`src/rtl/a2d_spi_resp.sv`:
```
// SPI responder standing in for the off-chip 8-channel 12-bit A2D converter.
// All SPI pins are oversampled on clk. A valid command latches its channel, and the next frame returns that value.
module a2d_spi_resp #(
    parameter int          FRAME_BITS = 16,
    parameter logic [15:0] IDLE_RESP  = 16'h0000
) (
    input  logic        clk,
    input  logic        rst_n,
    input  logic        SS_n,
    input  logic        SCLK,
    input  logic        MOSI,
    output logic        MISO,
    input  logic [95:0] ch_vals,
    output logic [15:0] rx_cmd,
    output logic        cmd_rdy,
    output logic        frame_err
);

    typedef enum logic [1:0] {
        WAIT_HIGH = 2'd0,
        IDLE      = 2'd1,
        ACTIVE    = 2'd2
    } state_t;

    state_t      state_q, state_d;
    logic [1:0]  settle_q, settle_d;
    logic [15:0] rx_shft_q, rx_shft_d;
    logic [15:0] tx_shft_q, tx_shft_d;
    logic [4:0]  bit_cnt_q, bit_cnt_d;
    logic [15:0] rx_cmd_q, rx_cmd_d;
    logic [11:0] hold_q, hold_d;
    logic        held_q, held_d;
    logic        cmd_rdy_q, cmd_rdy_d;
    logic        frame_err_q, frame_err_d;
    logic [6:0]  ch_lsb;
    logic [15:0] resp_word;

    logic ss_ff1_q, ss_ff2_q, ss_ff3_q;
    logic sclk_ff1_q, sclk_ff2_q, sclk_ff3_q;
    logic mosi_ff1_q, mosi_ff2_q, mosi_ff3_q;
    logic ss_fall, ss_rise, sclk_rise, sclk_fall;

    // Two metastability flops per pin; the third stage is the edge-detect reference.
    always_ff @(posedge clk or negedge rst_n) begin
        if (!rst_n) begin
            {ss_ff1_q, ss_ff2_q, ss_ff3_q}       <= 3'b111;
            {sclk_ff1_q, sclk_ff2_q, sclk_ff3_q} <= 3'b000;
            {mosi_ff1_q, mosi_ff2_q, mosi_ff3_q} <= 3'b000;
        end else begin
            // NOTE: non-blocking assignments let every stage sample its predecessor's old value.
            {ss_ff1_q, ss_ff2_q, ss_ff3_q}       <= {SS_n, ss_ff1_q, ss_ff2_q};
            {sclk_ff1_q, sclk_ff2_q, sclk_ff3_q} <= {SCLK, sclk_ff1_q, sclk_ff2_q};
            {mosi_ff1_q, mosi_ff2_q, mosi_ff3_q} <= {MOSI, mosi_ff1_q, mosi_ff2_q};
        end
    end

    assign ss_fall   = ~ss_ff2_q & ss_ff3_q;
    assign ss_rise   = ss_ff2_q & ~ss_ff3_q;
    assign sclk_rise = sclk_ff2_q & ~sclk_ff3_q;
    assign sclk_fall = ~sclk_ff2_q & sclk_ff3_q;

    assign resp_word = held_q ? {4'h0, hold_q} : IDLE_RESP;

    always_comb begin
        // NOTE: every output gets a default first, so no path can infer a latch.
        state_d     = state_q;
        settle_d    = settle_q;
        rx_shft_d   = rx_shft_q;
        tx_shft_d   = tx_shft_q;
        bit_cnt_d   = bit_cnt_q;
        rx_cmd_d    = rx_cmd_q;
        hold_d      = hold_q;
        held_d      = held_q;
        cmd_rdy_d   = 1'b0;
        frame_err_d = 1'b0;
        ch_lsb      = 7'd0;

        case (state_q)
            // The synchronizer only holds real pin values once two flops have refilled after reset.
            WAIT_HIGH: begin
                if (settle_q != 2'd3) settle_d = settle_q + 2'd1;
                if (settle_q >= 2'd2 && ss_ff2_q) state_d = IDLE;
            end
            IDLE: begin
                if (ss_fall) begin
                    tx_shft_d = resp_word;
                    bit_cnt_d = 5'd0;
                    state_d   = ACTIVE;
                end
            end
            ACTIVE: begin
                if (sclk_rise) begin
                    rx_shft_d = {rx_shft_q[14:0], mosi_ff3_q};
                    if (bit_cnt_q != 5'd31) bit_cnt_d = bit_cnt_q + 5'd1;
                end
                if (sclk_fall) tx_shft_d = {tx_shft_q[14:0], 1'b0};
                // Evaluate with the post-edge count/shift so a coincident last rise is included.
                if (ss_rise) begin
                    state_d = IDLE;
                    if (bit_cnt_d == 5'(FRAME_BITS) && rx_shft_d[15:14] == 2'b00) begin
                        ch_lsb    = {1'b0, rx_shft_d[13:11], 3'b000} + {2'b00, rx_shft_d[13:11], 2'b00};
                        rx_cmd_d  = rx_shft_d;
                        hold_d    = ch_vals[ch_lsb +: 12];
                        held_d    = 1'b1;
                        cmd_rdy_d = 1'b1;
                    end else begin
                        frame_err_d = 1'b1;
                    end
                end
            end
            default: state_d = WAIT_HIGH;
        endcase
    end

    always_ff @(posedge clk or negedge rst_n) begin
        if (!rst_n) begin
            state_q     <= WAIT_HIGH;
            settle_q    <= 2'd0;
            rx_shft_q   <= 16'h0000;
            tx_shft_q   <= 16'h0000;
            bit_cnt_q   <= 5'd0;
            rx_cmd_q    <= 16'h0000;
            hold_q      <= 12'h000;
            held_q      <= 1'b0;
            cmd_rdy_q   <= 1'b0;
            frame_err_q <= 1'b0;
        end else begin
            state_q     <= state_d;
            settle_q    <= settle_d;
            rx_shft_q   <= rx_shft_d;
            tx_shft_q   <= tx_shft_d;
            bit_cnt_q   <= bit_cnt_d;
            rx_cmd_q    <= rx_cmd_d;
            hold_q      <= hold_d;
            held_q      <= held_d;
            cmd_rdy_q   <= cmd_rdy_d;
            frame_err_q <= frame_err_d;
        end
    end

    assign MISO      = (state_q == ACTIVE) ? tx_shft_q[15] : 1'b0;
    assign rx_cmd    = rx_cmd_q;
    assign cmd_rdy   = cmd_rdy_q;
    assign frame_err = frame_err_q;

endmodule
```
`config.mk`:
```
export PLATFORM = sky130hd
export DESIGN_NAME = a2d_spi_resp
export DESIGN_NICKNAME = d
export VERILOG_FILES = /design/src/rtl/a2d_spi_resp.sv
export SDC_FILE = /design/constraint.sdc
export NUM_CORES = 1
export LEC_CHECK = 0
export CORE_MARGIN = 2
export CORE_UTILIZATION = 48
export DETAILED_ROUTE_END_ITERATION = 8
export MAX_ROUTING_LAYER = met4
export PLACE_DENSITY = 0.78
export SLEW_MARGIN = 20
export SYNTH_ARGS = -nofsm -noshare
export SYNTH_HDL_FRONTEND = slang
export SYNTH_SLANG_ARGS = --single-unit
export TNS_END_PERCENT = 50
```
`constraint.sdc`:
```
create_clock -name clk -period 3.53 [get_ports clk]
set_clock_uncertainty 0.1 [all_clocks]
set_input_delay 1.059 -clock clk [delete_from_list [all_inputs] [get_ports clk]]
set_output_delay 1.059 -clock clk [all_outputs]
set_load 0.03 [all_outputs]
```
==> results.toml, run 1 <==
[sta]
setup_viol = 0
fmax_mhz = 290
hold_ws_ps = 247
period_minus_slack_ps = 3450
max_slew_margin_pct = 33.7
report.final.hold_viol_count = 0
maxSlewViolCount = 0
rsz0062_at_grt = "yes"
tightest_slew_ps = 992
fin_crit_sh_pct = 97.6
layout_setup_ws_ps = 84.5

[setup_path]
crit_arrival_ps = 3560
cp-start-kind = "register"
path_cells = "nor2b_4 > mux2i_2 > inv_2 > ha_4 > fa_2 > buf_6 > mux4_2 > mux4_2 > a21oi_2 > a21oi_1"
worstPathRequired_ps = 3650
cp-end-kind = "register"
cp_max_fo = 6
crit_buf_inv = 2
crit_top_cell = "mux4_2"
slowest_delay_ps = 710
reg2reg_slack_ps = 80
timing_worst_setup_path_type = "reg2reg"
path_delay_family = "multiplexers"
slowest_stage = "fa_2"

[job]
cap_violations = 0

[routing]
wl_per_cell_um = 18.2
via_count = 5413
dr.pass1.iters = 5
vias_per_cell = 6.24
drtAntennaViolNets = 0
drc = 0
drt-total-wl_um = 15800
drt_iter0_markers = 390

[power_and_ir_drop]
p_sw_mw = 0.543
seqPwrFrac_pct = 41.3
power_mw = 2.37
p_int_mw = 1.83
clockPowerShare_pct = 44.2
leakagePower_nw = 2.97
ir_drop_v = 0.000233
p_comb_share_pct = 14.5
powerDensity_mw_per_mm2 = 311
p_sw_share_pct = 22.9

[final_layout]
area_growth_pct = 29.3
mostFrequentLayoutCells = "clkdlybuf4s50_1 (118), nand2_1 (81), dfrtp_1 (77)"
nFillCells = 981
diodes = 0
drive_above_1_share_pct = 16.5
final_common_cell = "clkdlybuf4s50_1"
nets = 825

[placement]
dp_slack_ps = 132
hpwl_um = 11400
place.gp.congestion = 0.965
numPortBuffers = 119

[die]
top_level_ports = 120
die-height_um = 115
core-area_mm2 = 0.0120
rows = 40
die_w_um = 115
initial_core_util_pct = 49.1
die_area_mm2 = 0.0132

[logic_synthesis]
ys_ff_latch = 81
synthCells = 605
synth_area_mm2 = 0.00589
async_flop_share_pct = 100
yosysSeqAreaShare_pct = 34.5
syn_nets = 713
synth_edf_count = 0
avgSynthCellArea_um2 = 9.74
yosys_most_used_dff = "dfrtp_1"
yosys_warnings = 0
synth_cell_types = 64

[clock_network]
cts_buffers = 9
cts_tree = "done"
path_clk_slew_ps = 60
hold_buffers = 0
clk_latency_ps = 340
h-tree-depth = 3
clock_sinks = 81
cts-root-buf = "clkbuf_16"
cts_buffer_depth = 2

[global_routing]
track_usage_pct = 25.2
antenna_found_initial = 0
grt_remaining_overflow = 0
grt_pass1_vias = 5312
grt_first_pass_wirelength_um = 26000
grt_max_degree = 82

[outcome]
status = "finished clean"

[hold_path]
worstHoldPathType = "reg2reg"
## registers in the layout, indices dropped and copies added, names as in the netlist, 2 cells and up
signal	cells
bit_cnt_q	5
hold_q	12
rx_cmd	16
rx_shft_q	16
settle_q	2
state_q	2
tx_shft_q	16
## power by group through the flow
stage          sequential (mW)  combinational (mW)  clock, mW
6_report                 0.979               0.344       1.05
5_1_grt                  0.982               0.371       1.09
4_1_cts                  0.978               0.338       1.06
3_5_place_dp             0.994               0.335          0
3_3_place_gp             0.991               0.329          0
2_1_floorplan            0.988               0.146          0
## layer usage
metal	part of all wire [%]	global-route usage, %
met4	1.3	6.18
met5	0	-
met1	42	33.7
met2	48	40.9
met3	7.8	3.48
## stage by stage
stage / utilization, % / setup TNS [ps] / instance area (um2) / cells
finish: 63.5 / 0 / 7620 / 868
global route: 63.5 / -77.4 / 7620 / 868
CTS: 62.7 / 0 / 7530 / 859
detailed placement: 59.9 / 0 / 7200 / 844
global placement: 59.9 / 0 / 7200 / 844
floorplan: - / 0 / 5930 / 605
## cell usage after synthesis (all sizes together), types with 5 or more instances
cell type   n  area share, %
nor2       22            1.4
ha          6            1.3
a21oi      40            3.4
and3       14            1.5
buf        34            3.9
mux2       17            3.2
inv         9           0.66
and2        8           0.85
a211oi     18            2.3
nor3        6           0.51
o21ai      60            5.1
mux2i      55            9.8
dfrtp      78             33
nand2      81            5.2
nor2b       9            1.1
nand3      18            1.6
clkbuf     18            1.2
mux4       32             12
a31oi      19            2.0
o311ai      5           0.74
o211ai      6           0.85
## final timing paths
path / from / to / cells past startpoint
worst min register to register: mosi_ff1_q / mosi_ff2_q / 0
worst max register to register: sclk_ff3_q / hold_q[5] / 10
min in group asynchronous: rst_n / tx_shft_q[13] / 1
worst max-delay path: sclk_ff3_q / hold_q[5] / 10
max in group asynchronous: rst_n / sclk_ff3_q / 1
worst min-delay path: mosi_ff1_q / mosi_ff2_q / 0
## area by class of cell
class | count | area (um2) | area share [%]
Multi-Input combinational cell | 463 | 3570 | 46.8
Sequential cell | 81 | 2030 | 26.7
Timing Repair Buffer | 153 | 1460 | 19.2
Clock buffer | 9 | 225 | 2.95
Tap cell | 147 | 184 | 2.41
Clock inverter | 6 | 108 | 1.41
Inverter | 9 | 42.5 | 0.558
## kinds of logic after synthesis
logic type	after synthesis	share of synthesized area, %
fa+ha+maj	7	1.61
flops	81	34.5
compound gates	174	18.1
simple gates	173	13.9
mux	104	25.3
xor+xnor	5	0.870
buf+inv	61	5.73
## timing repair
item                       in CTS  in global routing
setup endpoints to repair       0                  5
setup buffers                   0                  9
gates resized for setup         0                  7
Note: power is estimated with default switching activity, not from simulation.
==> inputs of run 2 (changes only) <==
--- a/config.mk
+++ b/config.mk
@@ -10,7 +10,6 @@
 export DETAILED_ROUTE_END_ITERATION = 8
 export MAX_ROUTING_LAYER = met4
 export PLACE_DENSITY = 0.78
-export SLEW_MARGIN = 20
 export SYNTH_ARGS = -nofsm -noshare
 export SYNTH_HDL_FRONTEND = slang
 export SYNTH_SLANG_ARGS = --single-unit
==> results.toml, run 2 (synthesized netlist as in run 1, its figures left out) <==
[outcome]
status = "finished clean"

[sta]
period_minus_slack_ps = 3420
maxSlewViolCount = 0
report.final.hold_viol_count = 0
tightest_slew_ps = 1180
fmax_mhz = 293
max_slew_margin_pct = 21.2
fin_crit_sh_pct = 96.8
setup_viol = 0
rsz0062_at_grt = "yes"

[clock_network]
path_clk_slew_ps = 60
cts-root-buf = "clkbuf_16"
cts_tree = "done"
clk_latency_ps = 330
post_cts_buffers = 0
cts_buffer_depth = 2
cts_buffers = 9
h-tree-depth = 3
clock_sinks = 81

[die]
rows = 40
initial_core_util_pct = 49.1
die_area_mm2 = 0.0132
die_w_um = 115
core-area_mm2 = 0.0120
die-height_um = 115
top_level_ports = 120

[global_routing]
grt_remaining_overflow = 0
grt_first_pass_wirelength_um = 26000
antenna_found_initial = 0
track_usage_pct = 25.2
grt_pass1_vias = 5312
grt_max_degree = 82

[setup_path]
cp_max_fo = 13
slowest_stage = "fa_2"
cp-start-kind = "register"
timing_worst_setup_path_type = "reg2reg"
setup.worst_path.start = "sclk_ff3_q"
cp-end-kind = "register"
slowest_delay_ps = 720
path_cells = "nor2b_4 > buf_4 > mux2i_4 > inv_1 > fa_2 > inv_1 > buf_4 > a211oi_1 > a211oi_1 > o21ai_0 > a21oi_1 > o22a_1"
worstPathRequired_ps = 3650
crit_arrival_ps = 3530
r2r-start = "sclk_ff3_q"

[routing]
dr.pass1.iters = 5
drt_iter0_markers = 388
drt-total-wl_um = 15500
drtAntennaViolNets = 0
vias_per_cell = 6.18
wl_per_cell_um = 18.1
drc = 0
via_count = 5311

[final_layout]
seq_area_mm2 = 0.00203
mostFrequentLayoutCells = "clkdlybuf4s50_1 (118), nand2_1 (81), dfrtp_1 (78)"
design_area_mm2 = 0.00753
area_growth_pct = 27.8
drive_above_1_share_pct = 14.9
nets = 816
multi_input_area_mm2 = 0.00356
nFillCells = 987
final_common_cell = "clkdlybuf4s50_1"
instances_no_fill = 859
diodes = 0

[power_and_ir_drop]
p_comb_share_pct = 14.4
p_int_mw = 1.82
p_sw_mw = 0.538
leakagePower_nw = 2.93
clockPowerShare_pct = 44.2
seqPwrFrac_pct = 41.4
ir_drop_v = 0.000233
powerDensity_mw_per_mm2 = 314
p_sw_share_pct = 22.8

[placement]
dpl_cell_area_mm2 = 0.00720
numPortBuffers = 119
hpwl_um = 11400
place.gp.congestion = 0.965
placed_cells = 844

[hold_path]
worstHoldPathType = "reg2reg"
min_from = "mosi_ff1_q"

[job]
cap_violations = 0
==> run 2: through the flow <==
step           hold slack (ps)  setup slack, ps  total power [mW]  setup TNS (ps)  util (%)
2_1_floorplan              231             11.6              1.13               0         -
3_3_place_gp               233              198              1.32               0      59.9
3_5_place_dp               235              132              1.33               0      59.9
4_1_cts                    248              106              2.37               0      62.7
5_1_grt                    249            -59.3              2.44            -141      62.7
6_report                   247              115              2.36               0      62.7
==> run 2: final timing paths <==
| kind | slack (ps) | cells after the start | end |
|---|---|---|---|
| max | 110 | 12 | hold_q[7] |
| min | 250 | 0 | mosi_ff2_q |
| max reg2reg | 110 | 12 | hold_q[7] |
| min reg2reg | 250 | 0 | mosi_ff2_q |
| max in group asynchronous | 1900 | 1 | rx_cmd[3] |
| min in group asynchronous | 770 | 1 | tx_shft_q[13] |
==> run 2: worst max-delay path: cells and delay by family, from the launching register on <==
kind                       cells  cell delay, ps
AOI/OAI and AO/OA              5             730
adders and majority gates      1             720
DFF                            1             440
buffers and inverters          4             850
and+or+nand+nor                1             210
muxes                          1             240
==> run 2: cell type report <==
class	instances	area share, %
Clock buffer	9	2.99
Clock inverter	6	1.43
Inverter	9	0.515
Multi-Input combinational cell	463	47.2
Sequential cell	81	27.0
Tap cell	147	2.44
Timing Repair Buffer	144	18.4
==> run 2: power groups by stage <==
stage	Clock [mW]	Sequential, mW	Combinational, mW
finish	1.04	0.979	0.339
global route	1.09	0.982	0.367
CTS	1.06	0.978	0.338
detailed placement	0	0.994	0.335
global placement	0	0.991	0.329
floorplan	0	0.988	0.146
==> run 2: what timing repair did <==
item / in CTS / in global routing
hold endpoints to repair: 0 / 0
gates resized for setup: 0 / 1
setup endpoints to repair: 0 / 4
hold buffers: 0 / 0
==> run 2: layer usage <==
| layer | GRT usage, % | routed length (um) | up-vias |
|---|---|---|---|
| met3 | 3.48 | 1060 | 15 |
| li1 | - | - | 2479 |
| met5 | - | 0 | - |
| met2 | 40.9 | 7550 | 242 |
| met4 | 6.18 | 155 | 0 |
| met1 | 33.7 | 6790 | 2575 |
